===== config.mk =====
export PLATFORM = sky130hd
export DESIGN_NAME = packet_gen_traffic
export DESIGN_NICKNAME = d
export VERILOG_FILES = /design/src/rtl/packet_gen_traffic.sv
export SDC_FILE = /design/constraint.sdc
export NUM_CORES = 1
export LEC_CHECK = 0
export CORE_MARGIN = 1.5
export CORE_UTILIZATION = 25
export DETAILED_ROUTE_END_ITERATION = 16
export DONT_BUFFER_PORTS = 1
export PLACE_DENSITY = 0.49
export SETUP_SLACK_MARGIN = 0.02
export SKIP_LAST_GASP = 1
export SYNTH_ARGS = -nofsm -noshare
export SYNTH_HDL_FRONTEND = slang
export SYNTH_SLANG_ARGS = --single-unit
export TNS_END_PERCENT = 10

===== constraint.sdc =====
create_clock -name clk -period 11.5 [get_ports clk]
set_input_delay 1.725 -clock clk [delete_from_list [all_inputs] [get_ports clk]]
set_output_delay 1.725 -clock clk [all_outputs]
set_load 0.02 [all_outputs]

===== src/rtl/packet_gen_traffic.sv =====
// Ring-network traffic generator: periodic injection requests, a saturating pending
// counter, a single-entry valid/ready output register and per-node send/drop statistics.
module packet_gen_traffic #(
    parameter int          NUM_NODES            = 8,
    parameter int          ROUTER_ID            = 0,
    parameter int          ID_WIDTH             = 16,
    parameter int          TRAFFIC_PATTERN      = 0,
    parameter int          HOTSPOT_ID           = 0,
    parameter int          INJECT_CYCLE         = 2,
    parameter int          NUM_PACKETS_PER_NODE = 20,
    parameter int          MAX_PENDING          = 4,
    parameter logic [15:0] LFSR_SEED            = 16'hACE1
) (
    input  logic                    clk,
    input  logic                    rst_n,
    input  logic [15:0]             clk_counter,
    input  logic [15:0]             inject_clk_ref,
    input  logic                    gen_en,
    input  logic                    pkt_ready,
    output logic                    pkt_valid,
    output logic [16+2*ID_WIDTH:0]  packet,
    output logic [1:0]              route_dir,
    output logic [63:0]             total_packet_sent,
    output logic [63:0]             total_packet_dropped,
    output logic                    gen_done
);

    localparam int                PACKET_SIZE  = 1 + 16 + 2 * ID_WIDTH;
    localparam int                LOG_N        = $clog2(NUM_NODES);
    localparam int                PEND_W       = $clog2(MAX_PENDING + 1);
    localparam logic [15:0]       SEED_MIX     = LFSR_SEED ^ 16'(ROUTER_ID);
    localparam logic [15:0]       SEED         = (SEED_MIX == 16'h0) ? 16'hACE1 : SEED_MIX;
    localparam logic [ID_WIDTH-1:0] SRC        = ID_WIDTH'(ROUTER_ID);
    localparam logic [31:0]       QUOTA        = 32'(NUM_PACKETS_PER_NODE);
    localparam logic [PEND_W-1:0] PEND_MAX     = PEND_W'(MAX_PENDING);
    localparam logic [15:0]       INJECT_PHASE = 16'(INJECT_CYCLE - 1);

    typedef enum logic [1:0] {IDLE, VALID, DONE} state_t;

    state_t                 state_q, state_d;
    logic [PEND_W-1:0]      pending_q, pending_d;
    logic [31:0]            loaded_q, loaded_d;
    logic [15:0]            lfsr_q, lfsr_d;
    logic [PACKET_SIZE-1:0] packet_q, packet_d;
    logic [1:0]             route_q, route_d;
    logic [63:0]            sent_q, sent_d;
    logic [63:0]            dropped_q, dropped_d;
    logic                   done_q, done_d;

    logic                   quota_ok;
    logic                   req;
    logic                   load;
    logic                   handshake;
    logic                   final_hs;
    logic [ID_WIDTH-1:0]    dst;
    logic [1:0]             route_nxt;

    // Loaded-plus-pending bounds the quota so drops never consume quota slots.
    assign quota_ok  = (QUOTA == 32'd0) || ((loaded_q + 32'(pending_q)) < QUOTA);
    assign req       = gen_en && (inject_clk_ref == INJECT_PHASE) && !done_q && quota_ok;
    assign handshake = (state_q == VALID) && pkt_ready;
    assign load      = (pending_q != '0) && (state_q != DONE) && ((state_q != VALID) || pkt_ready);
    assign final_hs  = handshake && (QUOTA != 32'd0) && ((sent_q + 64'd1) == 64'(QUOTA));

    always_comb begin : dst_calc
        int dst_int;
        int diff;
        dst_int = 0;
        case (TRAFFIC_PATTERN)
            0: dst_int = NUM_NODES - 1 - ROUTER_ID;
            1: dst_int = (ROUTER_ID + 1) % NUM_NODES;
            2: begin
                dst_int = int'(lfsr_q[LOG_N-1:0]);
                if (dst_int == ROUTER_ID) dst_int = (ROUTER_ID + 1) % NUM_NODES;
            end
            3: dst_int = (ROUTER_ID == HOTSPOT_ID) ? (ROUTER_ID + 1) % NUM_NODES : HOTSPOT_ID;
            4: dst_int = (ROUTER_ID + NUM_NODES / 2) % NUM_NODES;
            default: dst_int = 0;
        endcase
        diff = (dst_int + NUM_NODES - ROUTER_ID) % NUM_NODES;
        if (diff == 0) begin
            route_nxt = 2'b00;
        end else if (diff <= NUM_NODES / 2) begin
            route_nxt = 2'b01;
        end else begin
            route_nxt = 2'b10;
        end
        dst = ID_WIDTH'(dst_int);
    end

    always_comb begin
        state_d   = state_q;
        pending_d = pending_q;
        loaded_d  = loaded_q;
        lfsr_d    = lfsr_q;
        packet_d  = packet_q;
        route_d   = route_q;
        sent_d    = sent_q;
        dropped_d = dropped_q;
        done_d    = done_q;

        if (handshake) sent_d = sent_q + 64'd1;
        if ((QUOTA != 32'd0) && (sent_q == 64'(QUOTA))) done_d = 1'b1;

        if (load) begin
            packet_d = {1'b1, clk_counter, SRC, dst};
            route_d  = route_nxt;
            loaded_d = loaded_q + 32'd1;
            // Fibonacci taps 16,14,13,11 in right-shift form.
            lfsr_d   = {lfsr_q[0] ^ lfsr_q[2] ^ lfsr_q[3] ^ lfsr_q[5], lfsr_q[15:1]};
        end

        if (req && !load) begin
            if (pending_q == PEND_MAX) begin
                dropped_d = dropped_q + 64'd1;
            end else begin
                pending_d = pending_q + 1'b1;
            end
        end else if (!req && load) begin
            pending_d = pending_q - 1'b1;
        end

        case (state_q)
            IDLE:    if (load) state_d = VALID;
            VALID: begin
                if (final_hs) begin
                    state_d = DONE;
                end else if (handshake && !load) begin
                    state_d = IDLE;
                end
            end
            DONE:    state_d = DONE;
            default: state_d = IDLE;
        endcase
    end

    always_ff @(posedge clk or negedge rst_n) begin
        if (!rst_n) begin
            state_q   <= IDLE;
            pending_q <= '0;
            loaded_q  <= '0;
            lfsr_q    <= SEED;
            packet_q  <= '0;
            route_q   <= 2'b00;
            sent_q    <= '0;
            dropped_q <= '0;
            done_q    <= 1'b0;
        end else begin
            state_q   <= state_d;
            pending_q <= pending_d;
            loaded_q  <= loaded_d;
            lfsr_q    <= lfsr_d;
            packet_q  <= packet_d;
            route_q   <= route_d;
            sent_q    <= sent_d;
            dropped_q <= dropped_d;
            done_q    <= done_d;
        end
    end

    assign pkt_valid            = (state_q == VALID);
    assign packet               = packet_q;
    assign route_dir            = route_q;
    assign total_packet_sent    = sent_q;
    assign total_packet_dropped = dropped_q;
    assign gen_done             = done_q;

endmodule


==> out/qor.yml, run 1 <==
synth_area_leaders: "dfrtp_1, xor2_1, xnor2_1"
clk_latency_ps: 500
drc_errors: 0
rows: 78
finalMaxSlewViolations: 0
ys_top_cells_by_count: "dfrtp_1, nand2_1, xor2_1"
regToRegSetupSlack_ps: 6670
cts_setup_buffers: 0
synth-edff-count: 0
cp.arrival_ps: 5240
grt_usage: 0.153
hold_viol: 0
clk_path_buf_depth: 2
antenna_found_initial: 0
floorplan.io_pins: 217
die_area_mm2: 0.0468
areaGrowthSynthToFinish_pct: 7.14
cp_top_family: "simple AND/OR/NAND/NOR gates"
placedCellCount: 1772
endpoint_kind: "flop"
post_drt_wl_per_cell_um: 19.6
io_buffers: 0
cts_buffers: 17
routed_wirelength_um: 35300
dr.pass1.iters: 5
min_period_ps: 4840
finalWeightedCongestion: 0.899
avgSynthCellArea_um2: 9.03
cp_max_fo: 4
netlist_area_mm2: 0.0114
drive_gt1_frac: 0.0814
criticalPathCategory: "input port to flop"
dieHeight_um: 216
ir_drop_uv: 135
max_freq_ghz: 0.207
ys_types: 73
hp-class: "flop to flop"
grt_overflow: 0
die_w_um: 216
min_from: "state_q[1]$_DFFE_PN0P_"
r2r_cells: 13
critPathSlowestCell: "or4_1"
cts.repair.resized: 0
ys_seq_area_frac: 0.402
setup_viol: 0
hold_end: "state_q[1]$_DFFE_PN0P_"
leakage_nw: 5.03
n_antenna_cell: 0
drt_iter0_drc: 718
outcome: "finished clean"
dp_hpwl_um: 26000
rsz0062_at_grt: "false"
via_per_inst: 5.15
tritoncts: "yes"
ant_nets: 0
finClkSkew_ps: 16.1
synthCells: 1260
ys_async_sr_fraction: 1.00
grt_pass1_wl_um: 55000
cts_hold_buf: 0
synth.top_cell.area_share: 0.402
cp.buffers_inverters: 0
critPathMaxStageDelay_ps: 510
ys_seq_elements: 183
fin_setup_tns_ps: 0
clk_pin_slew_ps: 70
core_mm2: 0.0452
grt_max_degree: 184
timing.rr.start: "pending_q[1]$_DFFE_PN0P_"
cp_cell_sequence: "or4_1 -> a2111oi_0 -> nand4_1 -> nor4_1 -> nand2_1 -> or4_1 -> nor4b_1 -> o21ai_0 -> fa_1 -> nor3_1 -> a221oi_1 -> nor3_1"
stdcell_count: 1804
cts-root-buf: "clkbuf_16"
final.period_utilization: 0.421
nNetsFinal: 1235
yosysWarnings: 0
required_ps: 11900
clock-sinks: 183
reg2reg_to: "pending_q[2]$_DFFE_PN0P_"
via_count: 9287
p_total_w: 0.00164
ys.flop_type: "dfrtp_1"
worst_pin_slew_ps: 1080
relSlewSlack: 0.275
power.density_cell_area_mw_per_mm2: 135
maxCapViolations: 0
h-tree-depth: 4
synth_most_common_cell: "dfrtp_1"
worst_setup_path_start_kind: "input port"
grt_pass1_vias: 8999
start_util: 0.252
yosys.area.top_type: "dfrtp_1"
worstHoldPathCells: 2
worst max path at each step:
stage	startpoint	slack [ps]	cells past startpoint	end
finish	inject_clk_ref[5]	6660	12	pending_q[2]$_DFFE_PN0P_
detailed placement	inject_clk_ref[5]	6170	12	pending_q[2]$_DFFE_PN0P_
CTS	pending_q[1]$_DFFE_PN0P_	6690	13	pending_q[2]$_DFFE_PN0P_
global placement	inject_clk_ref[5]	6190	12	pending_q[2]$_DFFE_PN0P_
floorplan	inject_clk_ref[5]	6700	12	pending_q[2]$_DFFE_PN0P_
global route	pending_q[1]$_DFFE_PN0P_	6350	13	pending_q[2]$_DFFE_PN0P_
tightest hold or removal path: cells and delay by family (launching register included):
| kind | cells | cell delay (ps) |
|---|---|---|
| AND/OR/NAND/NOR | 2 | 140 |
| flip-flops | 1 | 380 |
cell type report:
| type | instances | area [µm²] |
|---|---|---|
| clock inverter | 13 | 114 |
| multi-input combinational | 956 | 6170 |
| sequential | 183 | 4580 |
| timing repair buffer | 5 | 37.5 |
| inverter | 28 | 105 |
| fill | 4868 | 33000 |
| clock buffer | 19 | 443 |
| tap | 600 | 751 |
logic make-up (layout without fill, tap and decap cells):
family / count (synthesis) / after routing / synth area share
adder cells (fa/ha/maj): 8 / 8 / 0.00945
flip-flops: 183 / 183 / 0.402
multiplexers: 30 / 30 / 0.0287
other: 1 / 30 / 0.000329
AND/OR/NAND/NOR: 613 / 613 / 0.299
buffers and inverters: 150 / 65 / 0.0657
XOR/XNOR: 180 / 180 / 0.138
AO/OA/AOI/OAI: 95 / 95 / 0.0562
per-stage QoR:
step | instance area [µm²] | hold WS (ps) | worst slack (ps) | util
final | 12200 | 544 | 6660 | 0.270
after global routing | 12200 | 587 | 6350 | 0.270
after CTS | 12200 | 550 | 6690 | 0.270
after detailed placement | 11600 | 533 | 6170 | 0.258
after global placement | 11600 | 509 | 6190 | 0.258
after floorplan | 11500 | 482 | 6700 | -
flip-flops by register name (all words and copies together) (netlist names):
register and count:
total_packet_dropped 64, total_packet_sent 64, loaded_q 32, gen_done 1, pending_q 3, packet 17
state_q 2
layer usage:
metal,GRT usage,wire length (µm)
met3,0.0577,2640
met2,0.250,17200
met4,0.0551,834
met1,0.182,14700
met5,0,0
power breakdown:
part,switching (W),internal (W)
Sequential,0.000110,0.000691
Clock,0.000293,0.000287
Combinational,0.000154,0.000108
Total,0.000557,0.00109
cell usage in the layout (no fill, tap or decap), types with 6 or more instances in the layout:
master,instances
xor2_1,106
nor3b_1,6
nor3_2,16
clkbuf_16,17
nor4_1,61
xnor2_1,74
or3_1,18
nand2_1,114
nand2b_1,8
dfrtp_1,183
mux2_2,21
o21ai_0,20
inv_1,28
and4_1,8
ha_1,7
and2_1,16
nand4_1,84
mux2i_1,9
and3_1,15
nand3_1,60
nor2_1,90
a21oi_1,19
clkinv_4,6
nor3_1,57
conb_1,30
or2_2,13
or4_1,16
Note: power is estimated with default switching activity, not from simulation.
==> run 2, diff against run 1 <==
clock period = 4.7 ns   (was 11.5 ns; I/O delays follow)
==> out/qor.yml, run 2 (same netlist as run 1, synthesis figures left out) <==
grt_overflow: 0  # unchanged
final_cell_mix: "dfrtp_1, nand2_1, xor2_1, nor2_1, nand4_1"  # unchanged
h-tree-depth: 4  # unchanged
leakage_nw: 5.24  # was 5.03 nW
die_w_um: 216  # unchanged
placedCellCount: 1809  # was 1772
cp.arrival_ps: 4790  # was 5240 ps
setup_viol: 0  # unchanged
criticalPathCategory: "flop to flop"  # was input port to flop
endpoint_kind: "flop"  # unchanged
core_mm2: 0.0452  # unchanged
via_count: 9352  # was 9287
cts-root-buf: "clkbuf_16"  # unchanged
antenna_found_initial: 0  # unchanged
outcome: "finished, violations left"  # was finished clean
required_ps: 5120  # was 11900 ps
stdcell_area_mm2: 0.0125  # was 0.0122 mm²
rsz0062_at_grt: "false"  # unchanged
drive_gt1_frac: 0.110  # was 0.0814
clk_path_buf_depth: 2  # unchanged
areaGrowthSynthToFinish_pct: 9.85  # was 7.14%
dp_hpwl_um: 26900  # was 26000 µm
fin_setup_tns_ps: 0  # unchanged
clk_pin_slew_ps: 70  # about the same
ant_nets: 0  # unchanged
relSlewSlack: 0.322  # was 0.275
clock-sinks: 183  # unchanged
post-place-ws_ps: 241  # was 6170 ps
power.density_cell_area_mw_per_mm2: 333  # was 135 mW/mm²
finalWeightedCongestion: 0.913  # was 0.899
cp_top_family: "simple AND/OR/NAND/NOR gates"  # unchanged
cp_max_fo: 24  # was 4
multiInputGateArea_mm2: 0.00617  # about the same
mostFrequentLayoutCell: "dfrtp_1"  # unchanged
post_drt_wl_per_cell_um: 19.6  # about the same
cts_buffers: 17  # unchanged
fill_cells: 4836  # was 4868
max_freq_ghz: 0.229
via_per_inst: 5.08  # was 5.15
dpl-instance-area_mm2: 0.0119  # was 0.0116 mm²
routed_wirelength_um: 36100  # was 35300 µm
maxCapViolations: 0  # unchanged
ir_drop_uv: 363  # was 135 µV
drt_iter0_drc: 803  # was 718
drc_errors: 0  # unchanged
clk_latency_ps: 500  # about the same
cts_setup_buffers: 0  # unchanged
floorplan.io_pins: 217  # unchanged
worst_hold_slack_ps: -101  # was 544 ps
dieHeight_um: 216  # unchanged
grt_pass1_vias: 9216  # was 8999
hp-class: "input port to asynchronous set/reset pin"  # was flop to flop
io_buffers: 0  # unchanged
rows: 78  # unchanged
nNetsFinal: 1272  # was 1235
n_antenna_cell: 0  # unchanged
grt_usage: 0.158  # was 0.153
cpMostUsedCell: "or4_4"
hold_viol: 62  # was 0
final.period_utilization: 0.929
cp_cell_sequence: "ha_1 -> nand4_1 -> a2111oi_0 -> or4bb_1 -> and3_1 -> or4_4 -> or4_4 -> nor4_2 -> xor2_1"  # was or4_1 -> a2111oi_0 -> nand4_1 -> nor4_1 -> nand2_1 -> or4_1 -> nor4b_1 -> o21ai_0 -> fa_1 -> nor3_1 -> a221oi_1 -> nor3_1
critPathMaxStageDelay_ps: 740  # was 510 ps
dr.pass1.iters: 5  # unchanged
die_area_mm2: 0.0468  # unchanged
finalMaxSlewViolations: 0  # unchanged
min_period_ps: 4370
register_area_mm2: 0.00458  # unchanged
finClkSkew_ps: 13.8  # was 16.1 ps
worst_pin_slew_ps: 1020  # was 1080 ps
critPathSlowestCell: "or4_4"  # was or4_1
grt_pass1_wl_um: 56300  # was 55000 µm
worst_setup_path_start_kind: "flop"  # was input port
stdcell_count: 1841  # was 1804
violations: "hold timing"
grt_max_degree: 184  # unchanged
postLayoutCoreUtil: 0.277  # was 0.270
start_util: 0.252  # unchanged
tritoncts: "yes"  # unchanged
cp.buffers_inverters: 0  # unchanged
final.setup.worst_slack_ps: 334  # was 6660 ps
-- run 2: cell count changes in the layout (fill, tap and decap cells not counted) --
cell       change
inv_6          +2
buf_4         +37
clkinv_4       -5
bufinv_16      +1
nor4b_2        +1
clkbuf_8       -1
inv_8          +3
nor4b_1        -1
-- run 2: worst reg2reg max path, cell delays in order (launching register included) --
cell and delay [ps]:
dfrtp_1 420, ha_1 420, nand4_1 240, a2111oi_0 650, or4bb_1 530, and3_1 240
or4_4 540, or4_4 740, nor4_2 350, xor2_1 170
-- run 2: final cells by class --
| class | instances | area share |
|---|---|---|
| inverters | 28 | 0.00841 |
| well taps | 600 | 0.0600 |
| clock buffers | 18 | 0.0343 |
| clock inverters | 14 | 0.0121 |
| flip-flops and latches | 183 | 0.366 |
| multi-input cells | 956 | 0.494 |
| repair buffers | 42 | 0.0252 |
-- run 2: path summary, 6_finish.rpt --
check / start / endpoint / slack (ps) / depth (start not counted)
min in group clk: clk_counter[15] / packet[47]$_DFFE_PN0P_ / 350 / 1
max in group asynchronous: rst_n / total_packet_dropped[6]$_DFFE_PN0P_ / 4240 / 0
worst max register to register: loaded_q[2]$_DFFE_PN0P_ / total_packet_dropped[51]$_DFFE_PN0P_ / 330 / 9
worst max-delay path: loaded_q[2]$_DFFE_PN0P_ / total_packet_dropped[51]$_DFFE_PN0P_ / 330 / 9
worst min-delay path: rst_n / total_packet_sent[62]$_DFFE_PN0P_ / -100 / 0
worst min register to register: loaded_q[2]$_DFFE_PN0P_ / loaded_q[2]$_DFFE_PN0P_ / 520 / 1
-- run 2: layer usage --
metal | global-route usage | share of wire | vias to the layer above
met5 | 0 | 0 | -
met4 | 0.0639 | 0.029 | 0
met3 | 0.0599 | 0.081 | 61
met2 | 0.252 | 0.48 | 306
met1 | 0.190 | 0.41 | 4621
li1 | - | - | 4364
-- run 2: power by group --
part / total [W] / switching (W) / internal, W
clock network: 0.00150 / 0.000750 / 0.000753
registers: 0.00192 / 0.000225 / 0.00169
logic: 0.000746 / 0.000440 / 0.000305
total: 0.00416 / 0.00142 / 0.00275
-- run 2: repair_timing --
item	in CTS	in global routing
setup endpoints to repair	0	1
gates resized for setup	0	1
endpoints found under the hold margin	183	183
-- run 2: per-stage QoR --
step,total power (W),hold WS (ps)
after floorplan,0.00247,409
after global placement,0.00266,415
after detailed placement,0.00269,416
after CTS,0.00422,-144
after global routing,0.00439,-146
final,0.00416,-101
